### src/rtl/vcve2_pkg.sv
// Shared definitions for the vcve2 VRF data-port arbitration slice.
//   VRF_ARB_MAX_REQ : upper bound on the requester count the arbiter supports
//   vrf_arb_id_t    : requester ID carried through lock state and the ID FIFO
package vcve2_pkg;

    localparam int VRF_ARB_MAX_REQ = 4;

    typedef logic [1:0] vrf_arb_id_t;

endpackage

### src/rtl/vcve2_vrf_arb_id_fifo.sv
// In-order FIFO of requester IDs for granted transactions still awaiting rvalid.
// Ports:
//   clk_i, rst_ni : clock, asynchronous active-low reset
//   push, push_id : enqueue an ID (ignored when full)
//   pop           : dequeue the head (ignored when empty)
//   full, empty   : occupancy flags
//   head          : oldest ID
//   count         : current occupancy, 0..DEPTH
module vcve2_vrf_arb_id_fifo #(
    parameter int DEPTH = 2,
    parameter int WIDTH = 2,
    localparam int CNTW = $clog2(DEPTH + 1)
) (
    input  logic             clk_i,
    input  logic             rst_ni,
    input  logic             push,
    input  logic [WIDTH-1:0] push_id,
    input  logic             pop,
    output logic             full,
    output logic             empty,
    output logic [WIDTH-1:0] head,
    output logic [CNTW-1:0]  count
);

    // A single-entry FIFO still needs a 1-bit pointer to keep widths legal.
    localparam int PW = (DEPTH > 1) ? $clog2(DEPTH) : 1;

    logic [WIDTH-1:0] mem [DEPTH];
    logic [PW-1:0]    wr_ptr, rd_ptr;
    logic             do_push, do_pop;

    function automatic logic [PW-1:0] ptr_next(input logic [PW-1:0] p);
        return (p == PW'(DEPTH - 1)) ? '0 : p + 1'b1;
    endfunction

    assign full    = (count == CNTW'(DEPTH));
    assign empty   = (count == '0);
    assign do_push = push && !full;
    assign do_pop  = pop && !empty;
    assign head    = mem[rd_ptr];

    always_ff @(posedge clk_i or negedge rst_ni) begin
        if (!rst_ni) begin
            wr_ptr <= '0;
            rd_ptr <= '0;
            count  <= '0;
            for (int i = 0; i < DEPTH; i++) mem[i] <= '0;
        end else begin
            if (do_push) begin
                mem[wr_ptr] <= push_id;
                wr_ptr      <= ptr_next(wr_ptr);
            end
            if (do_pop) rd_ptr <= ptr_next(rd_ptr);
            if (do_push && !do_pop)      count <= count + 1'b1;
            else if (!do_push && do_pop) count <= count - 1'b1;
        end
    end

endmodule

### src/rtl/vcve2_vrf_port_arbiter.sv
// Shares one OBI-style data port between NUM_REQ VRF interface requesters.
// Round-robin arbitration with a stall lock (a requester that has been
// selected but not granted keeps the port), plus an in-order ID FIFO that
// steers each rvalid/err back to the requester that issued the transaction.
//
// Build option: define VCVE2_VRF_ARB_FIXED_PRIO_EN to replace round-robin
// with fixed priority (lowest index wins); lock and FIFO behave the same.
//
// Ports:
//   clk_i, rst_ni         : clock, asynchronous active-low reset
//   req_*                 : per-requester OBI side (be/wdata packed by index)
//   req_rdata_o           : read data broadcast, qualify with req_rvalid_o
//   data_*                : shared memory port
//   busy_o                : at least one transaction outstanding
//   spurious_rvalid_o     : sticky, rvalid seen with nothing outstanding
module vcve2_vrf_port_arbiter
    import vcve2_pkg::*;
#(
    parameter int NUM_REQ         = 3,
    parameter int MAX_OUTSTANDING = 2
) (
    input  logic                    clk_i,
    input  logic                    rst_ni,
    input  logic [NUM_REQ-1:0]      req_req_i,
    output logic [NUM_REQ-1:0]      req_gnt_o,
    output logic [NUM_REQ-1:0]      req_rvalid_o,
    output logic [NUM_REQ-1:0]      req_err_o,
    input  logic [NUM_REQ-1:0]      req_we_i,
    input  logic [NUM_REQ*4-1:0]    req_be_i,
    input  logic [NUM_REQ*32-1:0]   req_wdata_i,
    output logic [31:0]             req_rdata_o,
    output logic                    data_req_o,
    input  logic                    data_gnt_i,
    input  logic                    data_rvalid_i,
    input  logic                    data_err_i,
    output logic                    data_we_o,
    output logic [3:0]              data_be_o,
    output logic [31:0]             data_wdata_o,
    input  logic [31:0]             data_rdata_i,
    output logic                    busy_o,
    output logic                    spurious_rvalid_o
);

    localparam int IDW  = $clog2(NUM_REQ);
    localparam int CNTW = $clog2(MAX_OUTSTANDING + 1);

    if (NUM_REQ < 2 || NUM_REQ > VRF_ARB_MAX_REQ || IDW > $bits(vrf_arb_id_t)
        || MAX_OUTSTANDING < 1) begin : g_param_check
        $error("vcve2_vrf_port_arbiter: unsupported NUM_REQ/MAX_OUTSTANDING");
    end

    logic              lock_q;
    vrf_arb_id_t       lock_id_q;
    vrf_arb_id_t       search_start;
    vrf_arb_id_t       winner;
    logic              winner_req;
    logic              active;
    logic              fire;
    logic              pop;
    logic [NUM_REQ-1:0] rot;

    logic              fifo_full, fifo_empty;
    vrf_arb_id_t       fifo_head;
    logic [CNTW-1:0]   fifo_count;

`ifdef VCVE2_VRF_ARB_FIXED_PRIO_EN
    assign search_start = '0;
`else
    vrf_arb_id_t rr_ptr;

    assign search_start = rr_ptr;

    always_ff @(posedge clk_i or negedge rst_ni) begin
        if (!rst_ni)   rr_ptr <= '0;
        else if (fire) rr_ptr <= (winner == vrf_arb_id_t'(NUM_REQ - 1)) ? '0 : winner + 1'b1;
    end
`endif

    // Rotate requests so bit 0 is the search start; first set bit wins.
    assign rot = NUM_REQ'({req_req_i, req_req_i} >> search_start);

    always_comb begin
        winner = '0;
        if (lock_q) begin
            winner = lock_id_q;
        end else begin
            for (int k = NUM_REQ - 1; k >= 0; k--) begin
                if (rot[k]) winner = vrf_arb_id_t'((int'(search_start) + k) % NUM_REQ);
            end
        end
    end

    always_comb begin
        winner_req = 1'b0;
        for (int j = 0; j < NUM_REQ; j++) begin
            if (winner == vrf_arb_id_t'(j)) winner_req = req_req_i[j];
        end
    end

    // Gate with reset so nothing leaves the block while rst_ni is low,
    // even if a requester is already driving req.
    assign active     = rst_ni && winner_req;
    assign data_req_o = active && !fifo_full;
    assign fire       = data_req_o && data_gnt_i;
    assign pop        = data_rvalid_i && !fifo_empty;

    always_comb begin
        data_we_o    = 1'b0;
        data_be_o    = '0;
        data_wdata_o = '0;
        req_gnt_o    = '0;
        req_rvalid_o = '0;
        req_err_o    = '0;
        for (int j = 0; j < NUM_REQ; j++) begin
            if (active && winner == vrf_arb_id_t'(j)) begin
                data_we_o    = req_we_i[j];
                data_be_o    = req_be_i[4*j +: 4];
                data_wdata_o = req_wdata_i[32*j +: 32];
            end
            req_gnt_o[j]    = fire && (winner == vrf_arb_id_t'(j));
            req_rvalid_o[j] = pop && (fifo_head == vrf_arb_id_t'(j));
            req_err_o[j]    = pop && data_err_i && (fifo_head == vrf_arb_id_t'(j));
        end
    end

    assign req_rdata_o = rst_ni ? data_rdata_i : '0;
    assign busy_o      = (fifo_count != '0);

    // Any selected-but-ungranted requester keeps the port, including when
    // issue is held off by a full FIFO, so it is served first after drain.
    always_ff @(posedge clk_i or negedge rst_ni) begin
        if (!rst_ni) begin
            lock_q            <= 1'b0;
            lock_id_q         <= '0;
            spurious_rvalid_o <= 1'b0;
        end else begin
            lock_q    <= active && !fire;
            lock_id_q <= winner;
            if (data_rvalid_i && fifo_empty) spurious_rvalid_o <= 1'b1;
        end
    end

    vcve2_vrf_arb_id_fifo #(
        .DEPTH (MAX_OUTSTANDING),
        .WIDTH ($bits(vrf_arb_id_t))
    ) u_id_fifo (
        .clk_i   (clk_i),
        .rst_ni  (rst_ni),
        .push    (fire),
        .push_id (winner),
        .pop     (pop),
        .full    (fifo_full),
        .empty   (fifo_empty),
        .head    (fifo_head),
        .count   (fifo_count)
    );

endmodule

### config.mk
export PLATFORM = sky130hd
export DESIGN_NAME = vcve2_vrf_port_arbiter
export DESIGN_NICKNAME = d
export VERILOG_FILES = /design/src/rtl/vcve2_pkg.sv /design/src/rtl/vcve2_vrf_arb_id_fifo.sv /design/src/rtl/vcve2_vrf_port_arbiter.sv
export SDC_FILE = /design/constraint.sdc
export NUM_CORES = 1
export LEC_CHECK = 0
export BUFFER_PORTS_ARGS = -buffer_cell sky130_fd_sc_hd__buf_2
export CORE_AREA = 2 2 89 91
export DETAILED_ROUTE_END_ITERATION = 10
export DIE_AREA = 0 0 91 93
export PLACE_DENSITY = 0.67
export REMOVE_ABC_BUFFERS = 1
export SYNTH_ARGS = -nofsm -noshare
export SYNTH_HDL_FRONTEND = slang
export SYNTH_SLANG_ARGS = --single-unit
export TNS_END_PERCENT = 30
### constraint.sdc
create_clock -name clk_i -period 7.45 [get_ports clk_i]
set_clock_uncertainty 0.2 [all_clocks]
set_input_delay 1.49 -clock clk_i [delete_from_list [all_inputs] [get_ports clk_i]]
set_output_delay 1.49 -clock clk_i [all_outputs]
set_load 0.02 [all_outputs]
---- Word-level counts from Yosys, hierarchy flattened ----
Cells that the tools add are included.
word-level totals
  bits in registers ....................... 14
  bits in writable memories ............... 0
  ROM bits ................................ 0
  input port bits ......................... 151
  memories ................................ 0
  latch bits .............................. 0
operators by class
  equal/unequal tests ..................... 5
  $add $sub $neg .......................... 7
  muxes and demuxes ....................... 28
  shift operators ......................... 1
  div/mod/pow operators ................... 3
  multipliers ............................. 0
  bitwise logic cells ..................... 2
  reductions and logical operators ........ 34
  $lt $le $gt $ge ......................... 3
operators with widths
  kind                   number
  $mux 32                4
  $mod 32x3->32 const B  2
  $mod 3x3->32 const B   1
  $logic_and 1x1->1      24
  $mux 2                 11
  $mux 4                 3
  $mux 1                 8
  $eq 2x2->1 const B     3
  $logic_not 2->1        3
  $shr 6x2->3            1
  $logic_not 1->1        5
  $add 2x1->2 const B    2
  $bwmux 4               1
  $eq 2x1->1 const B     2
  $ge 2x2->1 const B     2
  $not 1->2              2
  $reduce_bool 2->1      2
  $add 2x1->3 const B    1
  $add 2x2->3 const B    1
  $add 1x1->1 const B    2
  $demux 2 s1            1
  $lt 2x1->1 const B     1
  $sub 2x1->2 const B    1

---- Depth between registers and ports, before layout ----
Gate-level depths: netlist of the first run.
  word-level depth ........................ 18
  mapped depth ............................ 13
  depth with buffers taken out ............ 12

---- Hierarchy ----
Synthesis of the first run repeated with hierarchy kept, for this count alone.
unflattened totals
  cells, all modules ...................... 315
  area, all modules ....................... 2152.1 µm²
by module, submodules not included
  module                  instances  area an instance (µm²)  cells an instance
  vcve2_vrf_port_arbiter  1          1751.7                  287
  vcve2_vrf_arb_id_fifo   1          400.4                   28

---- Worst setup path after synthesis of the first run ----
No wires, ideal clock.
  path type ............................... input -> output
  start point ............................. input req_req_i[2]
  end point ............................... output data_be_o[0]
  buffers on the path ..................... 3
  setup slack ............................. 2.036 ns
  cell stages on the path ................. 9
  arrival ................................. 3.724 ns
  cells stage by stage .................... clkbuf_1 > nor4bb_1 > a311o_1 > a2111o_1 > o2111a_1 > and2_1 > buf_6 > buf_6 > a221o_1
between the ends
  cells in the longest elaborated chain, start to end .. 14
ends and longest elaborated chain
  item                  RTL line                                                     RTL
  start, declared       vcve2_vrf_port_arbiter.sv:24                                 input logic [NUM_REQ-1:0] req_req_i,
  $shr 6x2->3           vcve2_vrf_port_arbiter.sv:80                                 assign rot = NUM_REQ'({req_req_i, req_req_i} >> search_start);
  $mux 2 (3 in series)  vcve2_vrf_port_arbiter.sv:88                                 if (rot[k]) winner = vrf_arb_id_t'((int'(search_start) + k) % NUM_REQ);
  $mux 2                vcve2_vrf_port_arbiter.sv:84                                 if (lock_q) begin
  $logic_not 2->1       vcve2_vrf_port_arbiter.sv:96, vcve2_vrf_port_arbiter.sv:115
  $mux 1 (3 in series)  vcve2_vrf_port_arbiter.sv:96                                 if (winner == vrf_arb_id_t'(j)) winner_req = req_req_i[j];
  $logic_and 1x1->1     vcve2_vrf_port_arbiter.sv:102                                assign active = rst_ni && winner_req;
  $logic_and 1x1->1     vcve2_vrf_port_arbiter.sv:115                                if (active && winner == vrf_arb_id_t'(j)) begin
  $mux 4 (2 in series)  vcve2_vrf_port_arbiter.sv:115
  $mux 4 (*)            vcve2_vrf_port_arbiter.sv:115
  end, declared         vcve2_vrf_port_arbiter.sv:37                                 output logic [3:0] data_be_o,
Mark *: on every way between the ends. The rest lies on a longest branch, timed or not.

---- Worst setup path after layout of the first run ----
  start point ............................. input req_req_i[0]
  end point ............................... output data_wdata_o[18]
between the ends
  cells in the longest elaborated chain, start to end .. 14
ends and longest elaborated chain
  item                   RTL line                                                     RTL
  $shr 6x2->3            vcve2_vrf_port_arbiter.sv:80
  $mux 2 (3 in series)   vcve2_vrf_port_arbiter.sv:88
  $mux 2                 vcve2_vrf_port_arbiter.sv:84
  $logic_not 2->1        vcve2_vrf_port_arbiter.sv:96, vcve2_vrf_port_arbiter.sv:115
  $mux 1 (3 in series)   vcve2_vrf_port_arbiter.sv:96
  $logic_and 1x1->1      vcve2_vrf_port_arbiter.sv:102
  $logic_and 1x1->1      vcve2_vrf_port_arbiter.sv:115
  $mux 32 (2 in series)  vcve2_vrf_port_arbiter.sv:115
  $mux 32 (*)            vcve2_vrf_port_arbiter.sv:115
  end, declared          vcve2_vrf_port_arbiter.sv:38                                 output logic [31:0] data_wdata_o,
Marks and branches as above.

==> impl_metrics.csv, run 1 <==
group,metric,value,unit
route,finalWirelength,8570,um
power_and_ir_drop,powerDensity,352,nW/um^2
sta,finalHoldViolCount,0,
synth,synth_edf_count,0,
global_routing,grt_pass1_wl,12900,um
floorplan,pin_count,232,
sta,worst_slew_pin_slew,1.23,ns
synth,synth-async-reset-ratio,100,%
synth,yosysUniqueCellTypes,44,
final_layout,syn2layout_area_growth,60.0,%
clock_network,post_cts_resized,0,
route,wl_met2,4350,um
critical_path,critPathArrivalTime,4.41,ns
route,dr.first_iter.drc_count,113,
power_and_ir_drop,total_power,1140,uW
final_layout,final_nets,620,
final_layout,final_cell_mix,"buf_2 (231), and3_1 (40), and2_1 (39), a221o_1 (37), dfrtp_1 (14)",
clock_network,clk_pin_slew_worst_paths,0.06,ns
route,wire_per_inst,15.1,um
sta,hold_slack,0.248,ns
global_routing,grt_overflow,0,
route,routed.top_layer,"met3",
min_path,hp-class,"register to register",
synth,syn_area_per_cell,8.09,um^2
global_routing,grt_use_total,18.5,%
critical_path,cp_slowest_cell,"a22oi_2",
place,numPlacedInstances,562,
run,max-cap-violations,0,
status,status,"finished, final reports clean",
floorplan,rows,32,
clock_network,cts_tree,"built",
critical_path,reg2regPathDepth,6,
clock_network,clk_latency,0.24,ns
critical_path,endpoint_kind,"output pin",
critical_path,slowest_delay,0.97,ns
final_layout,drive_gt1_share,53.0,%
clock_network,h-tree-depth,1,
critical_path,cp.required,5.76,ns
floorplan,fp.dieW,91,um
synth,yosysSeqAreaShare,17.3,%
sta,slew_headroom,18.0,%
clock_network,cts.sinks,14,
clock_network,cts_setup_buffers,0,
route,wl_met1,3500,um
route,first_pass_iters,6,
floorplan,die-area,8460,um^2
critical_path,crit_top_cell,"buf_2",
route,viasPerCell,5.03,
synth,ys_warn_count,0,
sta,min_period_over_period,81.9,%
sta,setup_tns,0,ns
min_path,hold_path_depth,1,
critical_path,crit_chain,"buf_2, and4bb_2, a311o_1, a2111o_1, a22oi_2, and3_1, a221o_1, buf_2",
global_routing,antenna_found_initial,1,
place,place.gp.congestion,0.815,
route,num_vias,2854,
global_routing,first_global_vias,2685,
floorplan,initial_core_util,26.9,%
clock_network,numCtsBuffers,3,
clock_network,clock_tree.buffer_depth,2,
route,route.detailed.drc,0,
final_layout,final_cells,567,
place,dp_hpwl,7070,um
route,wl_met3,725,um
clock_network,hold_buffers,0,
synth,synth_seq_cells,14,
critical_path,setup.worst_path.start_class,"input pin",
sta,fin_crit,6.10,ns
sta,fmax,164,MHz
global_routing,grt_max_degree,39,
sta,slew_violations,0,
synth,synth_cells,250,
critical_path,crit_type,"input pin to output pin",
floorplan,die_h,93,um
final_layout,final_common_cell,"buf_2",
floorplan,core,7530,um^2
power_and_ir_drop,irDropWorstVdd,0.000204,V
sta,finalSetupViolCount,0,
clock_network,root_buffer,"clkbuf_8",
synth,synthesis.area,2020,um^2
route,drt.antenna.violating_nets,0,
sta,rsz0062_at_grt,"no",
power_and_ir_drop,leakage,0.00195,uW
critical_path,path_max_fanout,38,
synth,ys.flop_type,"dfrtp_1",
place,io_buffers,231,
-- flip-flops by register name (all words and copies together) (netlist names) --
name / flops
lock_q: 1
u_id_fifo.mem: 4
lock_id_q: 2
rr_ptr: 2
u_id_fifo.wr_ptr: 1
u_id_fifo.count: 2
u_id_fifo.rd_ptr: 1
spurious_rvalid_o: 1
-- routing by layer --
layer | vias to the layer above | track usage (%)
met5 | - | 0
met4 | 0 | 1.14
met3 | 0 | 3.55
met2 | 148 | 34.6
met1 | 1318 | 23.1
li1 | 1388 | -
-- path summary, 6_finish.rpt --
| check | slack (ns) | startpoint | end |
|---|---|---|---|
| worst min-delay path | 0.25 | spurious_rvalid_o | spurious_rvalid_o |
| max in group asynchronous | 5.52 | rst_ni | spurious_rvalid_o |
| worst min register to register | 0.25 | spurious_rvalid_o | spurious_rvalid_o |
| min in group asynchronous | 0.96 | rst_ni | u_id_fifo.count[0] |
| worst max register to register | 4.03 | rr_ptr[0] | rr_ptr[0] |
| worst max-delay path | 1.35 | req_req_i[0] | data_wdata_o[18] |
-- worst max-delay path: cells and delay by family --
kind	cells	cell delay, ns
AO/OA/AOI/OAI	4	2.03
buffers and inverters	2	0.34
AND/OR/NAND/NOR	2	0.55
-- through the flow --
stage / setup WS (ns) / cell area, um^2 / utilization, %
floorplan: 1.73 / 1870 / -
global placement: 1.31 / 3180 / 42.2
detailed placement: 1.25 / 3180 / 42.2
CTS: 1.25 / 3230 / 42.9
global route: 1.12 / 3230 / 42.9
finish: 1.35 / 3230 / 43.0
-- cell families (layout without fill, tap and decap cells) --
kind of cell	count (synthesis)	after routing	share of synthesized area, %
compound gates	78	78	34.2
simple gates	108	108	31.6
flops	14	14	17.3
fa+ha+maj	4	4	2.48
other cells	0	1	0
mux	4	4	2.10
xor+xnor	5	5	2.17
buf+inv	37	251	10.1
-- power by group --
group          internal [uW]  switching [uW]  leakage, uW
clock                   46.7            26.9    0.0000288
combinational            349             560      0.00176
sequential               113            42.6     0.000163
total                    509             630      0.00195
-- synthesized netlist by cell type, types with 2 or more instances --
| library cell | instances | area share [%] |
|---|---|---|
| clkbuf_1 | 13 | 2.4 |
| nor2_1 | 9 | 1.7 |
| o21ai_0 | 3 | 0.74 |
| xnor2_1 | 3 | 1.3 |
| a21oi_1 | 5 | 1.2 |
| a211oi_1 | 3 | 1.1 |
| nand3_1 | 4 | 0.99 |
| inv_1 | 12 | 2.2 |
| a21boi_0 | 2 | 0.74 |
| buf_2 | 2 | 0.50 |
| o22ai_1 | 5 | 1.5 |
| mux2_2 | 2 | 1.1 |
| a22oi_1 | 2 | 0.74 |
| xor2_1 | 2 | 0.87 |
| a32oi_1 | 2 | 0.87 |
| and2_1 | 39 | 12 |
| buf_6 | 8 | 4.5 |
| o21ai_1 | 2 | 0.50 |
| mux2i_1 | 2 | 0.99 |
| a221o_1 | 37 | 18 |
| nand2b_1 | 2 | 0.62 |
| a31oi_1 | 2 | 0.62 |
| ha_1 | 4 | 2.5 |
| o31ai_1 | 3 | 1.1 |
| dfrtp_1 | 14 | 17 |
| and3_1 | 40 | 12 |
| o22a_1 | 2 | 0.87 |
| nand2_1 | 8 | 1.5 |
| nor2b_1 | 3 | 0.93 |
-- cell type report --
class	instances	area, um^2
antenna	1	2.50
clock buffer	4	55.1
fill	797	4290
inverter	13	48.8
multi-input combinational	199	1470
sequential	14	350
tap	102	128
timing repair buffer	234	1180
Note: power is estimated with default switching activity, not from simulation.
==> inputs of run 2 (changes only) <==
==> constraint.sdc (replaced) <==
create_clock -name clk_i -period 6.01 [get_ports clk_i]
set_clock_uncertainty 0.2 [all_clocks]
set_input_delay 1.202 -clock clk_i [delete_from_list [all_inputs] [get_ports clk_i]]
set_output_delay 1.202 -clock clk_i [all_outputs]
set_load 0.02 [all_outputs]
==> run 2 against run 1 <==
Net effect:
- count of clock-buffer cells in the layout unchanged
- register-to-register slack got worse by 1.3 ns
- die area unchanged
- hold slack improved by 0.0053 ns
- power increased by 26%
- sequential cell count unchanged
- critical path depth increased by 1
- core utilization increased by 0.10 points
- worst setup slack got worse by 0.60 ns
- cell count increased by 0.18%
==> impl_metrics.csv, run 2 (synthesis gave the netlist of run 1 again) <==
group,metric,value,unit
route,route.detailed.drc,0,
final_layout,design_area,3240,um^2
clock_network,numCtsBuffers,3,
sta,setup_tns,0,ns
clock_network,clk_pin_slew_worst_paths,0.06,ns
min_path,worstHoldStart,"spurious_rvalid_o",
final_layout,regMostFlops,"u_id_fifo.mem",
route,wire_per_inst,15.5,um
floorplan,initial_core_util,26.9,%
clock_network,post_cts_resized,0,
sta,slew_violations,0,
clock_network,clock_tree.buffer_depth,2,
route,drt.antenna.violating_nets,0,
place,place.gp.congestion,0.802,
run,max-cap-violations,0,
clock_network,cts_tree,"built",
floorplan,fp.dieW,91,um
route,dr.first_iter.drc_count,105,
clock_network,h-tree-depth,1,
critical_path,r2r-end,"u_id_fifo.count[1]",
final_layout,final_cell_mix,"buf_2 (231), and3_1 (40), and2_1 (39), a221o_1 (37), dfrtp_1 (14)",
sta,finalSetupViolCount,0,
sta,fin_crit,5.26,ns
final_layout,largest_register_ffs,4,
sta,min_period_over_period,87.6,%
clock_network,hold_buffers,0,
critical_path,cp_slowest_cell,"a2111o_1",
global_routing,grt_max_degree,39,
power_and_ir_drop,leakage,0.00196,uW
min_path,hp-class,"register to register",
place,dp_hpwl,7130,um
sta,worst_slew_pin_slew,1.02,ns
critical_path,path_max_fanout,37,
final_layout,final_cells,568,
critical_path,endpoint_kind,"output pin",
route,num_vias,2885,
floorplan,die_h,93,um
route,first_pass_iters,4,
place,io_buffers,231,
clock_network,cts_setup_buffers,0,
critical_path,critPathArrivalTime,3.86,ns
place,pre_cts_ws,0.735,ns
power_and_ir_drop,irDropWorstVdd,0.000236,V
global_routing,grt_pass1_wl,13200,um
global_routing,grt_use_total,18.8,%
final_layout,syn2layout_area_growth,60.3,%
global_routing,first_global_vias,2699,
sta,finalHoldViolCount,0,
sta,fmax,190,MHz
critical_path,timing.rr.start,"rr_ptr[0]",
final_layout,final_nets,621,
power_and_ir_drop,powerDensity,441,nW/um^2
final_layout,drive_gt1_share,53.1,%
floorplan,die-area,8460,um^2
place,dpl_cell_area,3180,um^2
sta,slew_headroom,31.9,%
critical_path,crit_type,"input pin to output pin",
critical_path,cp.required,4.61,ns
clock_network,clk_latency,0.25,ns
floorplan,rows,32,
place,numPlacedInstances,563,
critical_path,reg2regPathDepth,10,
clock_network,cts.sinks,14,
status,status,"finished, final reports clean",
critical_path,r2r_slack,2.69,ns
critical_path,crit_chain,"buf_2, and4bb_2, a311o_1, a2111o_1, a2111oi_4, and2_1, buf_4, a221o_1, buf_2",
floorplan,core,7530,um^2
route,finalWirelength,8780,um
floorplan,pin_count,232,
final_layout,final_common_cell,"buf_2",
sta,fin_ws,0.747,ns
global_routing,antenna_found_initial,2,
critical_path,crit_top_cell,"buf_2",
min_path,hold_path_depth,1,
route,viasPerCell,5.08,
critical_path,slowest_delay,0.56,ns
min_path,min_to,"spurious_rvalid_o",
clock_network,root_buffer,"clkbuf_8",
global_routing,grt_overflow,0,
critical_path,setup.worst_path.start_class,"input pin",
sta,rsz0062_at_grt,"no",
-- run 2: changes by cell type in the layout (fill, tap and decap cells not counted), sizes merged --
cell	change
buf	+1
-- run 2: layout make-up --
type	instances	area [um^2]
well taps	102	128
fillers	810	4290
multi-input cells	199	1470
repair buffers	235	1190
clock buffers	4	55.1
diodes	1	2.50
flip-flops and latches	14	350
inverters	13	48.8
-- run 2: critical path: cells and delay by family --
kind                   cells  cell delay (ns)
AND/OR/NAND/NOR            2             0.45
buffers and inverters      3             0.69
AO/OA/AOI/OAI              4             1.50
-- run 2: worst max path at each step --
stage                       from               end  slack, ns  cells after the start
floorplan           req_req_i[0]      data_be_o[0]       0.86                      6
global placement    req_req_i[0]  data_wdata_o[18]       0.81                      9
detailed placement  req_req_i[0]  data_wdata_o[18]       0.73                      9
CTS                 req_req_i[0]  data_wdata_o[18]       0.73                      9
global route        req_req_i[0]   data_wdata_o[4]       0.55                      9
finish              req_req_i[0]  data_wdata_o[18]       0.75                      9
-- run 2: stage by stage --
stage / hold slack, ns / total power [uW] / util (%)
6_report: 0.254 / 1430 / 43.1
3_3_place_gp: 0.237 / 1310 / 42.3
2_1_floorplan: 0.264 / 961 / -
5_1_grt: 0.305 / 1540 / 43.0
4_1_cts: 0.257 / 1430 / 43.0
3_5_place_dp: 0.241 / 1330 / 42.3
-- run 2: layer usage --
| metal | track usage [%] | up-vias | part of all wire, % |
|---|---|---|---|
| li1 | - | 1390 | - |
| met5 | 0 | - | 0.15 |
| met4 | 1.14 | 2 | 0.046 |
| met2 | 34.4 | 145 | 50 |
| met3 | 5.00 | 4 | 8.9 |
| met1 | 23.2 | 1344 | 41 |
-- run 2: power breakdown --
| group | total (uW) | switching [uW] | internal [uW] |
|---|---|---|---|
| Sequential | 193 | 52.9 | 140 |
| Combinational | 1140 | 699 | 445 |
| Clock | 93.2 | 35.1 | 58.0 |
| Total | 1430 | 788 | 643 |
==> inputs of run 3 (changes only) <==
--- a/config.mk
+++ b/config.mk
@@ -5,12 +5,14 @@
 export SDC_FILE = /design/constraint.sdc
 export NUM_CORES = 1
 export LEC_CHECK = 0
+export ABC_AREA = 1
 export BUFFER_PORTS_ARGS = -buffer_cell sky130_fd_sc_hd__buf_2
 export CORE_AREA = 2 2 89 91
 export DETAILED_ROUTE_END_ITERATION = 10
 export DIE_AREA = 0 0 91 93
-export PLACE_DENSITY = 0.67
+export PLACE_DENSITY = 0.73
 export REMOVE_ABC_BUFFERS = 1
+export SKIP_LAST_GASP = 1
 export SYNTH_ARGS = -nofsm -noshare
 export SYNTH_HDL_FRONTEND = slang
 export SYNTH_SLANG_ARGS = --single-unit
==> run 3 against run 2 <==
Net effect:
- worst setup slack improved by 0.30 ns
- synthesized cell count increased by 46%
- global-route usage decreased by 0.37 points
- count of clock-buffer cells in the layout unchanged
- sequential power decreased by 11%
- core utilization increased by 5.3 points
- die area unchanged
- critical path depth increased by 5
- first-iteration DRC count increased by 3.8%
- largest cell class unchanged
==> impl_metrics.csv, run 3 <==
group,metric,value,unit
power_and_ir_drop,powerDensity,485,nW/um^2
sta,finalSetupViolCount,0,
power_and_ir_drop,p_seq_share,9.7,%
global_routing,grt_pass1_wl,13100,um
synth,ys_warn_count,0,
synth,synth_xor_area_share,1.42,%
synth,yosysTopAreaCellShare,27.9,%
place,dp_hpwl,6750,um
power_and_ir_drop,pwr-share-clk,5.2,%
floorplan,rows,32,
route,num_vias,3192,
final_layout,fill_cells,741,
final_layout,final_nets,735,
final_layout,drive_gt1_share,56.5,%
final_layout,seq_area,350,um^2
place,place.gp.congestion,0.757,
synth,synth-async-reset-ratio,100,%
critical_path,setup.worst_path.start_class,"input pin",
power_and_ir_drop,leakage,0.00235,uW
clock_network,clock_tree.buffer_depth,2,
synth,synthMuxAreaShare,0,%
synth,yosys.area.top_type,"nand3_2",
clock_network,cts_setup_buffers,0,
global_routing,grt_overflow,0,
critical_path,cp_slowest_cell,"inv_4",
place,io_buffers,231,
synth,synth.area.top_cells,"nand3_2 (28%), nand2_1 (15%), dfrtp_1 (14%)",
synth,synth_seq_cells,14,
clock_network,root_buffer,"clkbuf_8",
critical_path,crit_top_cell,"nand3_1",
power_and_ir_drop,irDropWorstVdd,0.000351,V
clock_network,numCtsBuffers,3,
critical_path,critPathLaunch,"req_req_i[0]",
global_routing,grt_max_degree,75,
route,viasPerCell,4.68,
synth,synth-compound-area-share,4.20,%
final_layout,multiInputGateArea,1730,um^2
global_routing,top_usage_layer,"met2",
final_layout,final_cell_mix,"buf_2 (231), nand2_1 (96), nand3_2 (69), nand3_1 (60), inv_1 (50)",
synth,syn_area_per_cell,6.80,um^2
critical_path,timing.rr.start,"rr_ptr[0]",
clock_network,clk_pin_slew_worst_paths,0.06,ns
critical_path,crit_type,"input pin to output pin",
status,status,"finished, final reports clean",
critical_path,endpoint_kind,"output pin",
global_routing,grtUsageMet2,34.9,%
place,pre_cts_ws,1.10,ns
sta,setup_tns,0,ns
floorplan,die-area,8460,um^2
floorplan,core,7530,um^2
clock_network,clk_latency,0.24,ns
sta,fin_ws,1.05,ns
sta,worst_slew_pin_slew,1.08,ns
power_and_ir_drop,power_frac_comb,85.2,%
floorplan,die_h,93,um
clock_network,cts.sinks,14,
clock_network,cts_tree,"built",
synth,synth_edf_count,0,
route,drt.antenna.violating_nets,0,
floorplan,pin_count,232,
route,first_pass_iters,4,
synth,yosysSeqAreaShare,14.2,%
critical_path,cp.required,4.61,ns
synth,ys.flop_type,"dfrtp_1",
floorplan,initial_core_util,32.9,%
critical_path,crit_chain,"buf_2, nand2_1, nand3_1, nand2_2, o21ai_1, inv_1, a21oi_2, nand3_1, nand3_2, nand2_4, inv_4, nand3_1, nand3_1, buf_2",
run,max-cap-violations,0,
synth,yosysUniqueCellTypes,33,
synth,synth_top_family_by_area,"simple AND/OR/NAND/NOR gates",
clock_network,h-tree-depth,1,
final_layout,final_util,48.4,%
final_layout,syn2layout_area_growth,47.2,%
route,route.detailed.drc,0,
sta,min_period_over_period,82.5,%
power_and_ir_drop,swShare,64.0,%
sta,slew_violations,0,
sta,fin_crit,4.96,ns
final_layout,largest_register_ffs,4,
final_layout,final_common_cell,"buf_2",
global_routing,grt_use_total,18.4,%
synth,synth_cells,364,
sta,finalHoldViolCount,0,
place,numPlacedInstances,677,
global_routing,first_global_vias,2955,
sta,slew_headroom,28.1,%
min_path,worstHoldStart,"u_id_fifo.count[0]",
min_path,hp-class,"register to register",
global_routing,grt.met3_usage,3.14,%
global_routing,antenna_found_initial,1,
sta,rsz0062_at_grt,"no",
final_layout,final_cells,682,
synth,synthesis.area,2470,um^2
critical_path,path_max_fanout,74,
power_and_ir_drop,power.switching,1130,uW
synth,yosysMostFrequentCell,"nand2_1",
clock_network,hold_buffers,0,
synth,synth_common_cells,"nand2_1 (96), nand3_2 (69), nand3_1 (60)",
route,finalWirelength,8280,um
route,wire_per_inst,12.1,um
final_layout,regMostFlops,"u_id_fifo.mem",
synth,yosys.area_share.simple,61.8,%
critical_path,critPathArrivalTime,3.56,ns
global_routing,grt_use_met1,20.9,%
critical_path,slowest_delay,0.61,ns
floorplan,fp.dieW,91,um
route,dr.first_iter.drc_count,109,
sta,fmax,202,MHz
critical_path,crit_family,"buffers and inverters",
synth,synthAdderAreaFrac,2.02,%
clock_network,post_cts_resized,0,
critical_path,path_buf_inv,4,
power_and_ir_drop,p_int,636,uW
==> run 3: cell types whose count changed in the layout (fill, tap and decap cells not counted), moves of 7 or more <==
cell,delta
nand2_1,+88
nand3_2,+69
nand3_1,+56
a221o_1,-37
and2_1,-39
inv_1,+38
and3_1,-40
nand2_2,+7
==> run 3: kinds of logic after synthesis <==
kind of cell,count (synthesis)
AND/OR/NAND/NOR,251
buffers and inverters,76
AO/OA/AOI/OAI,15
flip-flops,14
XOR/XNOR,4
adder cells (fa/ha/maj),4
==> run 3: area by class of cell <==
class / instances / area share, %
sequential: 14 / 9.62
timing repair buffer: 233 / 32.2
inverter: 54 / 5.64
tap: 102 / 3.51
antenna: 1 / 0.0687
multi-input combinational: 274 / 47.5
clock buffer: 4 / 1.51
==> run 3: final timing paths <==
kind	slack, ns	depth (start not counted)	endpoint
setup / recovery	1.05	14	data_wdata_o[7]
hold / removal	0.27	1	u_id_fifo.count[0]
setup reg to reg	2.92	15	u_id_fifo.count[1]
hold reg to reg	0.27	1	u_id_fifo.count[0]
max in group asynchronous	4.42	2	spurious_rvalid_o
min in group asynchronous	0.86	2	rr_ptr[0]
==> run 3: per-layer routing <==
metal  wire length [um]  up-vias
met4                131        0
met1               3180     1403
li1                   -     1601
met2               4300      174
met3                664       14
met5                  0        -
==> run 3: metrics by stage <==
| step | power [uW] | hold slack [ns] | cell area [um^2] |
|---|---|---|---|
| after floorplan | 1230 | 0.246 | 2270 |
| after global placement | 1640 | 0.250 | 3580 |
| after detailed placement | 1680 | 0.258 | 3580 |
| after CTS | 1770 | 0.275 | 3640 |
| after global routing | 1920 | 0.303 | 3640 |
| final | 1770 | 0.274 | 3640 |
==> run 3: worst register-to-register path, cell delays in order (launching register included) <==
cell and delay [ns]:
dfrtp_1 0.47, inv_2 0.11, ha_1 0.34, nand3_1 0.10
nand2_1 0.05, clkinv_1 0.05, nand2_2 0.05, a21oi_2 0.23
nand3_1 0.13, nand3_2 0.14, nand3_1 0.17, nor2_4 0.26
ha_1 0.30, a21oi_1 0.12, o21ai_0 0.11, xor2_1 0.15
==> run 3: power groups by stage <==
stage	combinational [uW]	sequential (uW)	clock [uW]
6_report	1510	171	91.1
5_1_grt	1650	177	96.8
4_1_cts	1510	171	92.7
3_5_place_dp	1500	173	0
3_3_place_gp	1470	171	0
2_1_floorplan	1070	164	0
